<file path="config.mk">
export PLATFORM = sky130hd
export DESIGN_NAME = trap_sequencer
export DESIGN_NICKNAME = d
export VERILOG_FILES = /design/src/rtl/trap_sequencer.sv
export SDC_FILE = /design/constraint.sdc
export NUM_CORES = 1
export LEC_CHECK = 0
export ABC_AREA = 0
export BUFFER_PORTS_ARGS = -buffer_cell sky130_fd_sc_hd__buf_2
export CAP_MARGIN = 5
export CORE_ASPECT_RATIO = 0.8
export CORE_UTILIZATION = 42
export CTS_BUF_LIST = sky130_fd_sc_hd__clkbuf_16
export CTS_CLUSTER_SIZE = 30
export DETAILED_ROUTE_END_ITERATION = 6
export HOLD_SLACK_MARGIN = 0.08
export PLACE_DENSITY = 0.92
export SLEW_MARGIN = 0
export SYNTH_ARGS = -nofsm -noshare
export SYNTH_HDL_FRONTEND = slang
export SYNTH_SLANG_ARGS = --single-unit
</file>
<file path="constraint.sdc">
create_clock -name clk -period 2.9 [get_ports clk]
set_clock_uncertainty 0.15 [all_clocks]
set_input_delay 0.58 -clock clk [delete_from_list [all_inputs] [get_ports clk]]
set_output_delay 0.58 -clock clk [all_outputs]
set_load 0.03 [all_outputs]
</file>
<file path="src/rtl/trap_sequencer.sv">
// rtl/trap_sequencer.sv - IRQ/exception sequencer with kernel mode and post-return guard window
module trap_sequencer #(
  parameter logic [31:0] IRQ_VEC   = 32'h8000_0004,
  parameter logic [31:0] EXC_VEC   = 32'h8000_0008,
  parameter logic [4:0]  EPC_REG   = 5'd26,
  parameter int          GUARD_CYC = 2
) (
  input  logic        clk,
  input  logic        reset,
  input  logic        irq_in,
  input  logic        id_valid,
  input  logic [31:0] id_pc,
  input  logic        id_undef,
  input  logic        id_eret,
  input  logic        id_stall,
  input  logic        ex_redirect,
  output logic        trap_take,
  output logic [31:0] trap_vec,
  output logic        flush_ifid,
  output logic        flush_idex,
  output logic        epc_we,
  output logic [4:0]  epc_addr,
  output logic [31:0] epc_data,
  output logic        kernel,
  output logic        irq_pend,
  output logic        nested_exc
);

  typedef enum logic [1:0] {
    USER   = 2'd0,
    KERNEL = 2'd1,
    GUARD  = 2'd2
  } state_t;

  localparam logic [3:0] GUARD_INIT = 4'(GUARD_CYC);

  state_t     state, state_nx;
  logic [3:0] cnt, cnt_nx;
  logic       kernel_nx, nested_nx, irq_pend_nx;
  logic       ok, exc_hit, irq_hit, eret_hit;

  assign epc_addr = EPC_REG;

  // Qualify the ID-stage instruction and decide which event (if any) fires this cycle
  always_comb begin
    ok       = id_valid & ~id_stall & ~ex_redirect;
    exc_hit  = ok & id_undef;
    irq_hit  = 1'b0;
    eret_hit = 1'b0;
    case (state)
      USER:    irq_hit  = ok & irq_pend & ~id_undef;
      KERNEL:  eret_hit = ok & id_eret & ~id_undef;
      default: ;
    endcase
  end

  // State register plus mode flags, guard counter and registered IRQ request
  always_ff @(posedge clk or negedge reset) begin
    if (!reset) begin
      state      <= USER;
      cnt        <= 4'd0;
      kernel     <= 1'b0;
      irq_pend   <= 1'b0;
      nested_exc <= 1'b0;
    end else begin
      state      <= state_nx;
      cnt        <= cnt_nx;
      kernel     <= kernel_nx;
      irq_pend   <= irq_pend_nx;
      nested_exc <= nested_nx;
    end
  end

  // Next-state: enter kernel on a trap, leave through the guard window on return
  always_comb begin
    state_nx    = state;
    cnt_nx      = cnt;
    kernel_nx   = kernel;
    nested_nx   = nested_exc;
    // A taken IRQ consumes the request; an exception leaves it pending for later
    irq_pend_nx = irq_in & ~irq_hit;
    case (state)
      USER: begin
        if (exc_hit | irq_hit) begin
          state_nx  = KERNEL;
          kernel_nx = 1'b1;
        end
      end
      KERNEL: begin
        if (exc_hit) begin
          nested_nx = 1'b1;
        end else if (eret_hit) begin
          state_nx  = GUARD;
          cnt_nx    = GUARD_INIT;
          kernel_nx = 1'b0;
        end
      end
      GUARD: begin
        if (exc_hit) begin
          state_nx  = KERNEL;
          cnt_nx    = 4'd0;
          kernel_nx = 1'b1;
        end else begin
          cnt_nx = cnt - 4'd1;
          if (cnt == 4'd1) state_nx = USER;
        end
      end
      default: state_nx = USER;
    endcase
  end

  // Mealy trap outputs; held inactive while reset is asserted
  always_comb begin
    trap_take  = 1'b0;
    trap_vec   = IRQ_VEC;
    flush_ifid = 1'b0;
    flush_idex = 1'b0;
    epc_we     = 1'b0;
    epc_data   = 32'd0;
    if (reset) begin
      if (exc_hit) begin
        trap_take  = 1'b1;
        trap_vec   = EXC_VEC;
        flush_ifid = 1'b1;
        flush_idex = 1'b1;
        // A nested exception must not clobber the EPC of the outer trap
        if (state != KERNEL) begin
          epc_we   = 1'b1;
          epc_data = id_pc + 32'd4;
        end
      end else if (irq_hit) begin
        trap_take  = 1'b1;
        flush_ifid = 1'b1;
        flush_idex = 1'b1;
        epc_we     = 1'b1;
        epc_data   = id_pc;
      end
    end
  end

endmodule

</file>
Word-level counts from Yosys, hierarchy flattened
Cells that the tools add are included.
{"block": "op_classes", "n_bitwise": 13, "add_sub_neg": 2, "reduce_logical": 7, "mux": 29, "eq_ne": 9}
{"cell": "$mux 32", "count": 4}
{"cell": "$add 32x3->32 const B", "count": 1}
{"cell": "$mux 4", "count": 5}
{"cell": "$mux 1", "count": 12}
{"cell": "$mux 2", "count": 5}
{"cell": "$and 1x1->1", "count": 8}
{"cell": "$ne 2x2->1 const B", "count": 4}
{"cell": "$pmux 4 s2", "count": 1}
{"cell": "$pmux 2 s3", "count": 1}
{"cell": "$reduce_and 5->1", "count": 1}
{"cell": "$eq 4x1->1 const B", "count": 1}
{"cell": "$not 1->1", "count": 4}
{"cell": "$reduce_and 4->1", "count": 1}
{"cell": "$sub 4x1->4 const B", "count": 1}
{"cell": "$ne 3x3->1 const B", "count": 1}
{"cell": "$pmux 1 s3", "count": 1}
{"cell": "$reduce_and 3->1", "count": 1}
{"cell": "$reduce_bool 3->1", "count": 1}
{"cell": "$eq 2x1->1 const B", "count": 1}
{"cell": "$eq 2x2->1 const B", "count": 1}
{"cell": "$logic_not 2->1", "count": 1}
{"cell": "$ne 2x1->1 const B", "count": 1}
{"cell": "$reduce_and 2->1", "count": 1}
{"cell": "$reduce_bool 2->1", "count": 1}
{"cell": "$or 1x1->1", "count": 1}
{"block": "totals", "register_bits": 9}

Depth between registers and ports, before layout
{"block": "depth", "ltp_word": 9, "depth_mapped": 7, "mapped_depth_nobuf": 6}

Worst setup path before layout
No wires, ideal clock.
{"block": "synth_path", "path_kind": "input port to output port", "startpoint": "input id_pc[7]", "endpoint": "output epc_data[31]", "stages": 6, "slack_ns": -0.142, "t_arrival_ns": 2.312, "path_cell_list": "buf_2 > nand4_4 > nor4_4 > nand4_2 > or3_1 > a21oi_1"}
{"block": "synth_between", "elab_chain_len": 4}
{"element": "from (decl)", "line_no": "12", "text": "input logic [31:0] id_pc,"}
{"element": "$add 32x3->32", "line_no": "129", "text": "epc_data = id_pc + 32'd4;"}
{"element": "$mux 32", "line_no": "127", "text": "if (state != KERNEL) begin"}
{"element": "$mux 32", "line_no": "121", "text": "if (exc_hit) begin"}
{"element": "$mux 32", "line_no": "120", "text": "if (reset) begin"}
{"element": "to (decl)", "line_no": "23", "text": "output logic [31:0] epc_data,"}
No other way between the ends.

Worst setup path in the final report
{"block": "layout_path", "startpoint": "input id_valid", "endpoint": "output epc_data[31]"}
{"block": "layout_between", "elab_chain_len": 8, "elab_cells_between_ends": 9, "classes_between": "4 x mux; 5 x bitwise"}
{"element": "from (decl)", "line_no": "11", "text": "input logic id_valid,"}
{"element": "$and 1x1->1 * (2 in series)", "line_no": "46", "text": "ok = id_valid & ~id_stall & ~ex_redirect;"}
{"element": "$and 1x1->1 (2 in series)", "line_no": "51", "text": "USER: irq_hit = ok & irq_pend & ~id_undef;"}
{"element": "$mux 1", "line_no": "50", "text": "case (state)"}
{"element": "$mux 32", "line_no": "131", "text": "end else if (irq_hit) begin"}
{"element": "$mux 32 *", "line_no": "121"}
{"element": "$mux 32 *", "line_no": "120"}
Every way passes the cells marked *; elsewhere a longest branch is shown, timed or not.

==> results.json <==
{
  "status": "finished clean",
  "viasPerCell": 4.99,
  "synthArstFlopShare_pct": 100,
  "worstSkewPairLatency_ns": 0.24,
  "r2r_cells": 5,
  "design_power_total_mw": 0.788,
  "seq_area_frac_synth_pct": 13.6,
  "remaining_drc_errors": 0,
  "worstHoldStart": "nested_exc",
  "io_buffers": 80,
  "layout_commonest_cell": "buf_2",
  "worst_setup_path_startpoint": "id_valid",
  "synth-seq-cells": 9,
  "fillers": 314,
  "grt_pass1_vias": 1538,
  "nNetsFinal": 372,
  "setup_violations": 0,
  "antenna_found_initial": 0,
  "numCtsBuffers": 3,
  "clock_path_buffers": 2,
  "irDropWorstVdd_mv": 0.243,
  "p_leak_nw": 1.18,
  "max_cap_violations": 0,
  "final_cells": 383,
  "io_pins": 116,
  "layout_common_cells": "buf_2, nor2_1, conb_1",
  "wl_per_cell_um": 11.8,
  "yosys_warnings": 0,
  "ff2ff_setup_slack_ns": 1.31,
  "required_ns": 2.17,
  "grt-ovfl-total": 0,
  "num_antenna_cells": 0,
  "dp_cells": 377,
  "grt_max_degree": 24,
  "die_x_um": 72.3,
  "dp.final_hpwl_mm": 3.66,
  "clock-sinks": 9,
  "clock-root-buffer": "clkbuf_16",
  "ys_types": 48,
  "routed_wl_mm": 4.53,
  "num_vias": 1913,
  "start_util_pct": 43.9,
  "r2r-end": "irq_pend",
  "synthCells": 233,
  "drtIter0Drc": 70,
  "grt_use_total_pct": 21.0,
  "path_clk_slew_ns": 0.04,
  "period_share_pct": 97.6,
  "synthesis.area_mm2": 0.00166,
  "cp_max_fo": 4,
  "setup_ws_ns": 0.0710,
  "grt_pass1_wl_mm": 6.96,
  "reg2reg_from": "state[1]",
  "row_count": 20,
  "placed_area_mm2": 0.00212,
  "antenna_left": 0,
  "place_congestion": 0.846,
  "htreeDepth": 1,
  "min_to": "nested_exc",
  "path_class": "in2out",
  "core_area_mm2": 0.00378,
  "cp_data_arrival_time_ns": 2.10,
  "design.die.area_mm2": 0.00421,
  "synth_edf_count": 0,
  "hold_depth": 1,
  "finalHoldViolations": 0,
  "period_needed_ns": 2.83,
  "yosys_most_used_dff": "dfrtp_1",
  "worstSetupStartpointType": "primary input",
  "place_ws_ns": -0.00815,
  "postSynthAreaPerCell_um2": 7.13,
  "cts_tree": "built",
  "fin_util_pct": 60.9,
  "drive_above_1_share_pct": 37.5,
  "powerDensity_mw_per_mm2": 343,
  "dr.pass1.iters": 4,
  "max_freq_ghz": 0.353,
  "hp-class": "reg2reg",
  "areaGrowthSynthToFinish_pct": 38.5,
  "die_h_um": 58.2,
  "fin_area_mm2": 0.00230,
  "cp-end-kind": "primary output",
  "drv_slew": 0
}
## metal layers
metal	routed length (µm)	track usage, %	vias to the layer above
li1	-	-	930
met1	1900	27.6	887
met4	22	4.20	0
met2	2260	36.8	92
met5	0	0	-
met3	351	2.96	4
## how the worst max path moves through the flow
stage                              end  slack, ns  cells past startpoint
after floorplan           epc_data[10]      -0.04                      6
after global placement    epc_data[31]       0.05                      8
after detailed placement  epc_data[31]     -0.008                      8
after CTS                 epc_data[31]       0.02                      8
after global routing      epc_data[31]     -0.004                      7
final                     epc_data[31]       0.07                      8
## sequential cells by signal, summed over array words and instances (netlist names)
| register | flops |
|---|---|
| state | 2 |
| kernel | 1 |
| irq_pend | 1 |
| cnt | 4 |
| nested_exc | 1 |
## worst max-delay path, cell delays in order
cell and delay [ns]:
buf_2 0.13, nor4bb_2 0.27, buf_4 0.16, and2_4 0.15, nand4_4 0.12, or3_4 0.40, a21oi_2 0.14, buf_6 0.14
## report_power, final
group          switching, mW  leakage, nW  internal (mW)
Sequential            0.0431        0.111          0.153
Clock                 0.0641       0.0423          0.180
Combinational          0.230         1.02          0.117
Total                  0.338         1.18          0.451
## kinds of logic (layout without fill, tap and decap cells)
logic type	Yosys count	after routing	share of synthesized area [%]
flops	9	9	13.6
xor+xnor	20	20	10.6
fa+ha+maj	3	3	2.26
buf+inv	51	113	20.1
compound gates	31	31	12.6
mux	1	1	0.603
other cells	2	35	0.452
simple gates	116	116	39.9
## final cells by class
type / count / area [µm²] / area share [%]
Multi-Input combinational cell: 206 / 1300 / 56.6
Inverter: 6 / 22.5 / 0.979
Sequential cell: 9 / 225 / 9.79
Timing Repair Buffer: 103 / 602 / 26.2
Clock inverter: 1 / 3.75 / 0.163
Tap cell: 55 / 68.8 / 2.99
Clock buffer: 3 / 75.1 / 3.26
## what timing repair did
item,in CTS,in global routing
pin swaps,0,9
buffers inserted,0,1
setup endpoints to repair,1,15
hold endpoints to repair,2,0
hold buffers,1,0
resized for setup,1,19
## through the flow
stage	setup TNS (ns)	hold slack, ns
2_1_floorplan	-0.138	0.134
3_3_place_gp	0	0.262
3_5_place_dp	-0.00815	0.263
4_1_cts	0	0.322
5_1_grt	-0.00408	0.328
6_report	0	0.320
## cell usage after synthesis (3+ instances only)
| master | instances | area share (%) |
|---|---|---|
| a311oi_1 | 4 | 2.1 |
| nand3_1 | 10 | 3.0 |
| nor2_1 | 35 | 7.9 |
| nand2b_1 | 3 | 1.1 |
| and3_1 | 8 | 3.0 |
| inv_1 | 6 | 1.4 |
| and2_1 | 7 | 2.6 |
| nand2_1 | 20 | 4.5 |
| a21oi_1 | 4 | 1.2 |
| and4_1 | 3 | 1.6 |
| o21a_1 | 3 | 1.4 |
| xor2_1 | 18 | 9.5 |
| dfrtp_1 | 9 | 14 |
| buf_4 | 37 | 17 |
| nor3_1 | 4 | 1.2 |
| o21ai_0 | 7 | 2.1 |
| buf_2 | 3 | 0.90 |
| nand4_1 | 9 | 3.4 |
| ha_1 | 3 | 2.3 |
| clkbuf_1 | 5 | 1.1 |
| or3_1 | 3 | 1.1 |
Note: power is estimated with default switching activity, not from simulation.
